**src/rtl/alarm_time_keeper.sv**
```systemverilog
// alarm_time_keeper
// Holds the 24-hour BCD time of day and the alarm time for the alarm clock.
// The time advances on a one-minute tick. Keypad digits shift into a
// four-digit entry buffer, which can be committed to either register once it
// passes a legality check. Every output is registered.
module alarm_time_keeper #(
    parameter logic [15:0] RESET_TIME  = 16'h0000,
    parameter logic [15:0] RESET_ALARM = 16'h0000
) (
    input  logic        clk,
    input  logic        reset,
    input  logic        one_minute,
    input  logic        key_valid,
    input  logic [3:0]  key_digit,
    input  logic        clear_keys,
    input  logic        load_time,
    input  logic        load_alarm,
    output logic [15:0] current_time,
    output logic [15:0] alarm_time,
    output logic [15:0] key_buffer,
    output logic        load_ack,
    output logic        load_err,
    output logic        minute_wrap
);

    logic        buffer_legal;
    logic [15:0] time_inc;
    logic        inc_wraps;

    // Legality of the entry buffer as an HHMM value
    always_comb begin
        buffer_legal = 1'b1;
        if (key_buffer[15:12] > 4'd2)
            buffer_legal = 1'b0;
        if (key_buffer[15:12] == 4'd2 && key_buffer[11:8] > 4'd3)
            buffer_legal = 1'b0;
        if (key_buffer[11:8] > 4'd9)
            buffer_legal = 1'b0;
        if (key_buffer[7:4] > 4'd5)
            buffer_legal = 1'b0;
        if (key_buffer[3:0] > 4'd9)
            buffer_legal = 1'b0;
    end

    // Per-digit BCD increment of the current time, with midnight rollover
    always_comb begin
        time_inc  = current_time;
        inc_wraps = 1'b0;
        if (current_time == 16'h2359) begin
            // 23 is not a carry point for ls_hour, so midnight is handled
            // as a whole-value case instead of through the digit chain.
            time_inc  = 16'h0000;
            inc_wraps = 1'b1;
        end else if (current_time[3:0] != 4'd9) begin
            time_inc[3:0] = current_time[3:0] + 4'd1;
        end else begin
            time_inc[3:0] = 4'd0;
            if (current_time[7:4] != 4'd5) begin
                time_inc[7:4] = current_time[7:4] + 4'd1;
            end else begin
                time_inc[7:4] = 4'd0;
                if (current_time[11:8] != 4'd9) begin
                    time_inc[11:8] = current_time[11:8] + 4'd1;
                end else begin
                    time_inc[11:8]  = 4'd0;
                    time_inc[15:12] = current_time[15:12] + 4'd1;
                end
            end
        end
    end

    // Register update: commits, key entry and minute ticks in priority order
    always_ff @(posedge clk) begin
        if (reset) begin
            current_time <= RESET_TIME;
            alarm_time   <= RESET_ALARM;
            key_buffer   <= 16'h0000;
            load_ack     <= 1'b0;
            load_err     <= 1'b0;
            minute_wrap  <= 1'b0;
        end else begin
            load_ack    <= 1'b0;
            load_err    <= 1'b0;
            minute_wrap <= 1'b0;

            // A commit owns the buffer for this cycle, so a same-cycle clear
            // or digit is dropped whether or not the commit is accepted.
            if (load_time) begin
                if (buffer_legal) begin
                    current_time <= key_buffer;
                    key_buffer   <= 16'h0000;
                    load_ack     <= 1'b1;
                end else begin
                    load_err <= 1'b1;
                end
            end else if (load_alarm) begin
                if (buffer_legal) begin
                    alarm_time <= key_buffer;
                    key_buffer <= 16'h0000;
                    load_ack   <= 1'b1;
                end else begin
                    load_err <= 1'b1;
                end
            end else if (clear_keys) begin
                key_buffer <= 16'h0000;
            end else if (key_valid) begin
                if (key_digit <= 4'd9)
                    key_buffer <= {key_buffer[11:0], key_digit};
                else
                    load_err <= 1'b1;
            end

            // An accepted time load overrides the tick; otherwise it applies.
            if (one_minute && !(load_time && buffer_legal)) begin
                current_time <= time_inc;
                minute_wrap  <= inc_wraps;
            end
        end
    end

endmodule

```
**config.mk**
```make
export PLATFORM = sky130hd
export DESIGN_NAME = alarm_time_keeper
export DESIGN_NICKNAME = d
export VERILOG_FILES = /design/src/rtl/alarm_time_keeper.sv
export SDC_FILE = /design/constraint.sdc
export NUM_CORES = 1
export LEC_CHECK = 0
export CAP_MARGIN = 10
export CORE_MARGIN = 8
export CORE_UTILIZATION = 46
export CTS_BUF_LIST = sky130_fd_sc_hd__clkbuf_4 sky130_fd_sc_hd__clkbuf_8
export DETAILED_ROUTE_END_ITERATION = 10
export PLACE_DENSITY = 0.77
export SLEW_MARGIN = 20
export SYNTH_ARGS = -nofsm -noshare
export SYNTH_HDL_FRONTEND = slang
export SYNTH_SLANG_ARGS = --single-unit
```
**constraint.sdc**
```tcl
create_clock -name clk -period 2.44 [get_ports clk]
set_input_delay 0.488 -clock clk [delete_from_list [all_inputs] [get_ports clk]]
set_output_delay 0.488 -clock clk [all_outputs]
set_load 0.01 [all_outputs]
```
==> impl_metrics.env <==
export IMPL_totalWireLength_mm=6.09
export IMPL_layout_min_cycle_time_ps=2100
export IMPL_dieArea_um2=7540
export IMPL_clk_pin_slew_ps=80
export IMPL_placed_cells_incl_taps=394
export IMPL_cpPeakStageDelay_ps=500
export IMPL_reg2reg_setup_slack_ps=340
export IMPL_design_power_total_mw=1.49
export IMPL_r2r_end="current_time[15]"
export IMPL_maximum_number_of_pins_on_one_net_before_global_route_repair=47
export IMPL_drc=0
export IMPL_number_of_buffers_between_clock_root_and_the_deepest_sink=2
export IMPL_ioPinCount=62
export IMPL_row_count=25
export IMPL_tritoncts="built"
export IMPL_gr_usage_all_layers=0.166
export IMPL_most_used_cells_in_the_layout_excluding_fill_and_tap_cells="61 x sky130_fd_sc_hd__clkdlybuf4s50_1, 51 x sky130_fd_sc_hd__dfxtp_1, 38 x sky130_fd_sc_hd__nand2_1"
export IMPL_grt_remaining_overflow=0
export IMPL_hold_ws_ps=458
export IMPL_power_density_nw_per_um2=480
export IMPL_timing_max_cap_violations=0
export IMPL_worst_slew_pin_slew_ps=447
export IMPL_clock_sink_count=51
export IMPL_gpl_final_weighted_congestion=0.832
export IMPL_holdCritPathClass="reg2reg"
export IMPL_worstHoldPathCells=2
export IMPL_regToRegStartpoint="current_time[13]"
export IMPL_timing_setup_critical_path_class="reg2reg"
export IMPL_num_nets_final=353
export IMPL_postSynthNetCount=292
export IMPL_initial_cell_density_of_the_core=0.483
export IMPL_post_synth_instance_area_um2=2310
export IMPL_multi_input_area_um2=1170
export IMPL_setup_viol_count_final=0
export IMPL_first_global_vias=2097
export IMPL_cts_root_buffer="sky130_fd_sc_hd__clkbuf_8"
export IMPL_synth_warning_count=0
export IMPL_ctsResizeCount=0
export IMPL_worst_endpoint_required_ps=2670
export IMPL_finalHoldViolCount=0
export IMPL_synth_area_leader_cell="sky130_fd_sc_hd__dfxtp_1"
export IMPL_antenna_violations_before_repair=0
export IMPL_worst_ep_arrival_time_ps=2320
export IMPL_drt_vias_per_instance=5.45
export IMPL_area_delta_synth_final_pct=34.1
export IMPL_worst_path_max_fanout=5
export IMPL_synth_seq_area_share=0.442
export IMPL_timing_max_slew_rel_slack=0.702
export IMPL_timing_critical_path_max_delay_family="simple AND/OR/NAND/NOR gates"
export IMPL_synth_flop_cell="sky130_fd_sc_hd__dfxtp_1"
export IMPL_post_synth_top_area_fraction=0.442
export IMPL_floorplan_die_width_um=86.9
export IMPL_critical_path_cell_chain="ha_1 > or4b_4 > o21ai_4 > nand2_2 > or4_1 > a21oi_1"
export IMPL_antenna_diode_count=0
export IMPL_cts_buffers_inserted=5
export IMPL_synth_edf_count=0
export IMPL_hpwlAfterDp_mm=4.47
export IMPL_max_freq_mhz=477
export IMPL_pins_over_their_slew_limit=0
export IMPL_clock_insertion_delay_worst_skew_ps=300
export IMPL_fin_cells=401
export IMPL_fp_dieH_um=86.9
export IMPL_total_number_of_h_tree_levels=2
export IMPL_worst_r2r_path_depth=6
export IMPL_hold_end="alarm_time[11]"
export IMPL_outcome="completed"
export IMPL_static_leakage_power_nw=1.06
export IMPL_holdCritStartpoint="alarm_time[11]"
export IMPL_drt_initial_drc_count=175
export IMPL_ctsHoldBuffers=0
export IMPL_layout_drive_gt1_share=0.0719
export IMPL_core_area_um2=4790
export IMPL_via_count=2185
export IMPL_register_area_um2=1020
export IMPL_postCtsSetupRepairBufs=0
export IMPL_postSynthAreaPerCell_um2=8.46
export IMPL_grt_setup_unrepaired="false"
export IMPL_yosys_register_bits=51
export IMPL_grt_pass1_wl_mm=10.1
export IMPL_place_port_buffers=61
export IMPL_timing_final_crit_share=0.859
export IMPL_layout_cells_most_common="sky130_fd_sc_hd__clkdlybuf4s50_1"
export IMPL_setup_worst_path_start_class="register"
export IMPL_ys_types=46
export IMPL_totalNegativeSetupSlack_ps=0
export IMPL_n_fill_cell=424
export IMPL_synth_area_top_cells="sky130_fd_sc_hd__dfxtp_1 44%, sky130_fd_sc_hd__nand2_1 6.2%, sky130_fd_sc_hd__a21oi_1 5.6%, sky130_fd_sc_hd__ha_1 4.3%, sky130_fd_sc_hd__nand2b_1 3.5%"
export IMPL_drt_first_pass_iters=4
export IMPL_synthCells=273
export IMPL_wl_per_cell_um=15.2
export IMPL_route_antenna_remaining_nets=0
export IMPL_endpoint_kind="register"
export IMPL_crit_slowest_cell="sky130_fd_sc_hd__or4b_4"
export IMPL_skew_ps=3.04
export IMPL_synth_async_reset_ratio=0
export IMPL_power_ir_vdd_worst_v=0.000433
export IMPL_worst_path_buf_inv=0
==> routing by layer <==
metal	wire length (um)	global-route usage	vias up
li1	-	-	1090
met1	2720	0.205	1031
met2	2880	0.273	60
met3	457	0.0566	4
met4	28	0.0329	0
met5	0	0	-
==> sequential cells by signal, indices dropped and copies added (netlist names) <==
name	cells
alarm_time	16
current_time	16
key_buffer	16
load_ack	1
load_err	1
minute_wrap	1
==> synth_stat cells, types with 2 or more instances <==
| master | count |
|---|---|
| sky130_fd_sc_hd__o32ai_1 | 8 |
| sky130_fd_sc_hd__nand3b_1 | 4 |
| sky130_fd_sc_hd__nor2_1 | 21 |
| sky130_fd_sc_hd__a22oi_1 | 2 |
| sky130_fd_sc_hd__nor3_1 | 5 |
| sky130_fd_sc_hd__dfxtp_1 | 51 |
| sky130_fd_sc_hd__nor3b_1 | 4 |
| sky130_fd_sc_hd__nand2_1 | 38 |
| sky130_fd_sc_hd__o22ai_1 | 8 |
| sky130_fd_sc_hd__ha_1 | 8 |
| sky130_fd_sc_hd__nor4_1 | 2 |
| sky130_fd_sc_hd__buf_2 | 6 |
| sky130_fd_sc_hd__a211oi_1 | 10 |
| sky130_fd_sc_hd__inv_1 | 16 |
| sky130_fd_sc_hd__a311oi_1 | 3 |
| sky130_fd_sc_hd__clkbuf_1 | 7 |
| sky130_fd_sc_hd__nand3_1 | 4 |
| sky130_fd_sc_hd__nand2b_1 | 13 |
| sky130_fd_sc_hd__o21ai_1 | 3 |
| sky130_fd_sc_hd__a21oi_1 | 26 |
| sky130_fd_sc_hd__o21ai_0 | 9 |
==> worst max path at each step <==
stage	from	to	slack (ps)	cells after the start
4_1_cts	current_time[13]	current_time[15]	390	6
3_5_place_dp	one_minute	current_time[11]	170	6
5_1_grt	current_time[13]	current_time[15]	270	6
3_3_place_gp	one_minute	current_time[11]	240	6
6_report	current_time[13]	current_time[15]	340	6
2_1_floorplan	current_time[13]	current_time[15]	490	6
==> area by class of cell <==
cell class | instances | area share
Clock inverter | 1 | 0.00162
Tap cell | 67 | 0.0271
Multi-Input combinational cell | 192 | 0.377
Clock buffer | 6 | 0.0267
Timing Repair Buffer | 68 | 0.218
Sequential cell | 51 | 0.330
Inverter | 16 | 0.0194
==> metrics by stage <==
step / cell area (um2) / setup slack, ps / utilization
6_report: 3100 / 345 / 0.647
3_5_place_dp: 3010 / 174 / 0.629
2_1_floorplan: 2310 / 486 / -
5_1_grt: 3100 / 270 / 0.647
3_3_place_gp: 3010 / 239 / 0.629
4_1_cts: 3100 / 390 / 0.647
==> kinds of logic (layout without fill, tap and decap cells) <==
logic type / count (synthesis) / count (layout) / share of synthesized area
AO/OA/AOI/OAI: 74 / 74 / 0.209
adder cells (fa/ha/maj): 8 / 8 / 0.0433
buffers and inverters: 30 / 91 / 0.0520
flip-flops: 51 / 51 / 0.442
multiplexers: 1 / 1 / 0.00433
AND/OR/NAND/NOR: 109 / 109 / 0.250
==> report_power, final <==
part	total, mW	internal, mW	switching (mW)
clock	0.483	0.223	0.260
combinational	0.144	0.0691	0.0753
sequential	0.860	0.844	0.0161
total	1.49	1.14	0.352
==> worst reg2reg max path: cells and delay by family, from the launching register on <==
kind,cells,cell delay [ps]
and+or+nand+nor,3,1070
DFF,1,430
AOI/OAI and AO/OA,2,350
adders and majority gates,1,180
Power figures use the tool's default switching activity.
